==> src/rtl/bist_watchdog.sv <==
// rtl/bist_watchdog.sv - cycle watchdog, expires after TIMEOUT_CYCLES enabled cycles
// Instantiated by bist_result_checker only when BIST_TIMEOUT_EN is defined.
module bist_watchdog #(
  parameter int unsigned TIMEOUT_CYCLES = 1024
) (
  input  logic clk_i,
  input  logic rstn_i,
  input  logic clear_i,
  input  logic enable_i,
  output logic expire_o
);

  localparam int unsigned CW = $clog2(TIMEOUT_CYCLES + 1);

  logic [CW-1:0] cnt_q, cnt_d;

  // Expiry is flagged on the edge that would complete the last enabled cycle.
  assign expire_o = enable_i && !clear_i && (cnt_q == CW'(TIMEOUT_CYCLES - 1));

  always_comb begin
    cnt_d = cnt_q;
    if (clear_i) begin
      cnt_d = '0;
    end else if (enable_i && !expire_o) begin
      cnt_d = cnt_q + 1'b1;
    end
  end

  always_ff @(posedge clk_i or negedge rstn_i) begin
    if (!rstn_i) begin
      cnt_q <= '0;
    end else begin
      cnt_q <= cnt_d;
    end
  end

endmodule

==> config.mk <==
export PLATFORM = sky130hd
export DESIGN_NAME = bist_watchdog
export DESIGN_NICKNAME = d
export VERILOG_FILES = /design/src/rtl/bist_watchdog.sv
export SDC_FILE = /design/constraint.sdc
export NUM_CORES = 1
export LEC_CHECK = 0
export CAP_MARGIN = 20
export CORE_AREA = 4 4 41 43
export DETAILED_ROUTE_END_ITERATION = 10
export DIE_AREA = 0 0 45 47
export GPL_ROUTABILITY_DRIVEN = 0
export PLACE_DENSITY_LB_ADDON = 0.25
export SLEW_MARGIN = 20
export SYNTH_ARGS = -nofsm -noshare
export SYNTH_HDL_FRONTEND = slang
export SYNTH_SLANG_ARGS = --single-unit
==> constraint.sdc <==
create_clock -name clk_i -period 2.9 [get_ports clk_i]
set_input_delay 0.87 -clock clk_i [delete_from_list [all_inputs] [get_ports clk_i]]
set_output_delay 0.87 -clock clk_i [all_outputs]
set_load 0.01 [all_outputs]
Yosys cells after proc, flatten, opt, wreduce, memory -nomap -nowiden. Cells that the tools add are included.

Word-level logic and storage cells: 11. Input bits: 4. Register bits after elaboration: 11. Output and inout bits: 1.

Equal/unequal tests: 1. Mux-type cells: 2. Add/subtract/negate cells: 1. Reduce and logical (&&, ||, !) cells: 6.

Operators with widths (number): 11-bit 2-to-1 mux (2); 11-bit by 1-bit adder with 11-bit output (second input constant) (1); 11-bit by 10-bit == test with 1-bit output (second input constant) (1); 1-bit logical AND (3); 1-bit logical NOT (2); 2-bit nonzero test (1).

Logic depth before layout (Yosys ltp).
Depth in word-level cells: 7. Gate-level depth with buffers: 5. Gate-level depth less buffers: 4.

Worst setup path after synthesis. OpenSTA, ideal clock, no wires.

Path kind: input -> output. From: in enable_i. To: out expire_o. Slack: 0.474 ns. Path buffers: 1. Cell stages on the path: 4. Arrival time: 1.556 ns. Required time: 2.030 ns. Path through: and4_1 > buf_4 > nand4_2 > nor2_1.

Longest elaborated chain between the ends: 2.

Ends and longest elaborated chain: start, declared (line 9) `input logic enable_i,`; 1-bit logical AND (2 in series) (line 18) `assign expire_o = enable_i && !clear_i && (cnt_q == CW'(TIMEOUT_CYCLES - 1));`; end, declared (line 10) `output logic expire_o`.

Every way passes these cells.

Final worst setup path. Ends and elaborated chain as after synthesis.

==> results.cfg <==
[clocking]
postCtsHoldBufs = 0
cts_tree = built
h-tree-depth = 1
clk_pin_slew_worst_paths_ns = 0.07
clockRootBuffer = clkbuf_4
clock_latency_ns = 0.27
cts_buffers = 3
cts_buffer_depth = 2
post_cts_buffers = 0
clkSinkCount = 11

[drt]
wl_per_cell_um = 15.2
drtAntennaViolNets = 0
routed_wl_um = 1280
vias = 518
drc_errors = 0
firstDrtPassIters = 4
first_iter_violations = 15
viasPerCell = 6.17

[global_route]
overflow = 0
antenna_found_initial = 0
grt_max_degree = 14
first_global_vias = 471
grt_pass1_wl_um = 2120
grtUsageTotal_pct = 14.5

[die]
start_util_pct = 48.2
io_pins = 5
fp.dieW_um = 45
rows = 13
die_h_um = 47
die-area_um2 = 2120
core_um2 = 1300

[pwr]
power.leakage_uw = 0.000303
cellInternalPower_uw = 218
swShare_pct = 23.8
pwr-share-seq_pct = 55.6
power_frac_comb_pct = 7.6
ir_drop_mv = 0.208
power.density_nw_per_um2 = 396
p_clk_share_pct = 36.8
p_sw_uw = 68.0

[sta]
setup_violations = 0
worstMarginPinSlew_ns = 0.507
skew_ns = 0.00537
maxSlewHeadroom_pct = 66.1
fmax_mhz = 355
period_needed_ns = 2.82
hold_viol = 0
fin_crit_sh_pct = 97.2
drv_slew = 0
grt_setup_unrepaired = false

[finish]
regMostFlops = cnt_q
nNetsFinal = 75
multiInputGateArea_um2 = 324
utilization_pct = 55.5
seq_area_um2 = 275
layout-drive-gt1-share_pct = 21.7
largest_reg_flops = 11
layout_commonest_cell = dfrtp_1
area_delta_synth_final_pct = 15.2
largestRegisters = cnt_q x11
antennaDiodeCount = 0
instances_no_fill = 84
fillers = 121
layout_common_cells = 11 x dfrtp_1, 5 x a31oi_1, 4 x o31ai_1, 4 x or4_1, 4 x buf_4

[place]
port_buffers = 4
dp.cells = 80
post-dp-hpwl_um = 896

[logic_synthesis]
ys_warn_count = 0
synthTopCellsByArea = dfrtp_1 44%, nand4_2 6.0%, a31oi_1 5.0%
synth_edf_count = 0
synth_area_um2 = 627
syn_avg_cell_area_um2 = 10.4
syn_nets = 65
yosysTopAreaCellShare_pct = 43.9
ys_seq_area_share_pct = 43.9
yosysTopAreaCell = dfrtp_1
synthesis.instances = 60
ys.flop_type = dfrtp_1
synthDistinctLibCells = 26
ys_ff_latch = 11
synthArstFlopShare_pct = 100

[worst_setup_path]
worstPathMaxFanout = 2
worst_ep_arrival_time_ns = 1.95
startpoint = enable_i
cp_data_required_time_ns = 2.03
critPathKind = in2out
crit_path_end_kind = output port
regToRegStartpoint = cnt_q[0]
startpoint_type = input port

[job]
maxCapViolCount = 0

[outcome]
status = complete, no violations

[worst_hold_path]
worstHoldStart = cnt_q[10]
hold_class = reg2reg
==> cell families after synthesis <==
kind of cell	Yosys count	share of synthesized area (%)
compound gates	15	17.0
buf+inv	6	4.79
fa+ha+maj	1	2.00
xor+xnor	3	4.19
simple gates	22	24.8
mux	2	3.39
flops	11	43.9
==> Yosys cell counts (2+ instances only) <==
cell type and n:
a31oi_1 5, nor2_1 2, xor2_1 2, inv_1 3
nand2b_1 3, a21oi_1 3, nor2b_1 2, and4_1 2
buf_4 2, nand2_1 2, nand4_2 3, dfrtp_1 11
or4_1 4, o31ai_1 4
==> critical path, cell delays in order <==
cell             delay (ns)
clkdlybuf4s50_1        0.48
and4_4                 0.23
nand4_2                0.10
nor2_1                 0.13
buf_2                  0.14
==> what timing repair did <==
item / 4_1_cts / 5_1_grt
pin swaps: 1 / 0
hold endpoints to repair: 0 / 0
endpoints found under the setup margin: 1 / 1
resized for setup: 4 / 1
==> layer usage <==
metal | vias to the layer above | share of wire, % | wire, µm | global-route usage [%]
li1 | 248 | - | - | -
met3 | 4 | 6.4 | 82 | 2.30
met1 | 245 | 48 | 606 | 19.7
met5 | - | 0 | 0 | 0
met2 | 21 | 44 | 561 | 20.9
met4 | 0 | 2.0 | 25 | 10.5
==> path summary, 6_finish.rpt <==
kind	end	depth (start not counted)	slack (ns)
hold / removal	cnt_q[10]	2	0.53
setup / recovery	expire_o	5	0.08
min in group asynchronous	cnt_q[5]	1	0.93
max in group asynchronous	cnt_q[1]	1	1.62
hold reg to reg	cnt_q[10]	2	0.53
setup reg to reg	cnt_q[0]	5	1.22
==> layout make-up <==
cell class	instances	area share, %
Sequential cell	11	38.1
Clock inverter	1	0.693
Multi-Input combinational cell	43	44.9
Timing Repair Buffer	8	9.01
Clock buffer	3	3.12
Inverter	3	1.56
Tap cell	15	2.60
==> per-stage QoR <==
stage          power [µW]  hold slack (ns)  area, µm²  setup TNS [ns]  setup WS (ns)
2_1_floorplan         171            0.483        627               0          0.474
6_report              286            0.532        722               0         0.0826
4_1_cts               289            0.534        719               0         0.0808
3_3_place_gp          183            0.518        697          -0.278         -0.278
3_5_place_dp          184            0.522        697          -0.305         -0.305
5_1_grt               299            0.545        722               0         0.0159
==> power by group through the flow <==
stage                     registers (µW)  clock network [µW]  logic (µW)
final                                159                 105        21.8
after global routing                 159                 115        24.1
after CTS                            159                 108        22.0
after detailed placement             162                   0        22.0
after global placement               162                   0        21.4
after floorplan                      161                   0        9.65
No activity file was read; power rests on OpenSTA's default activity.
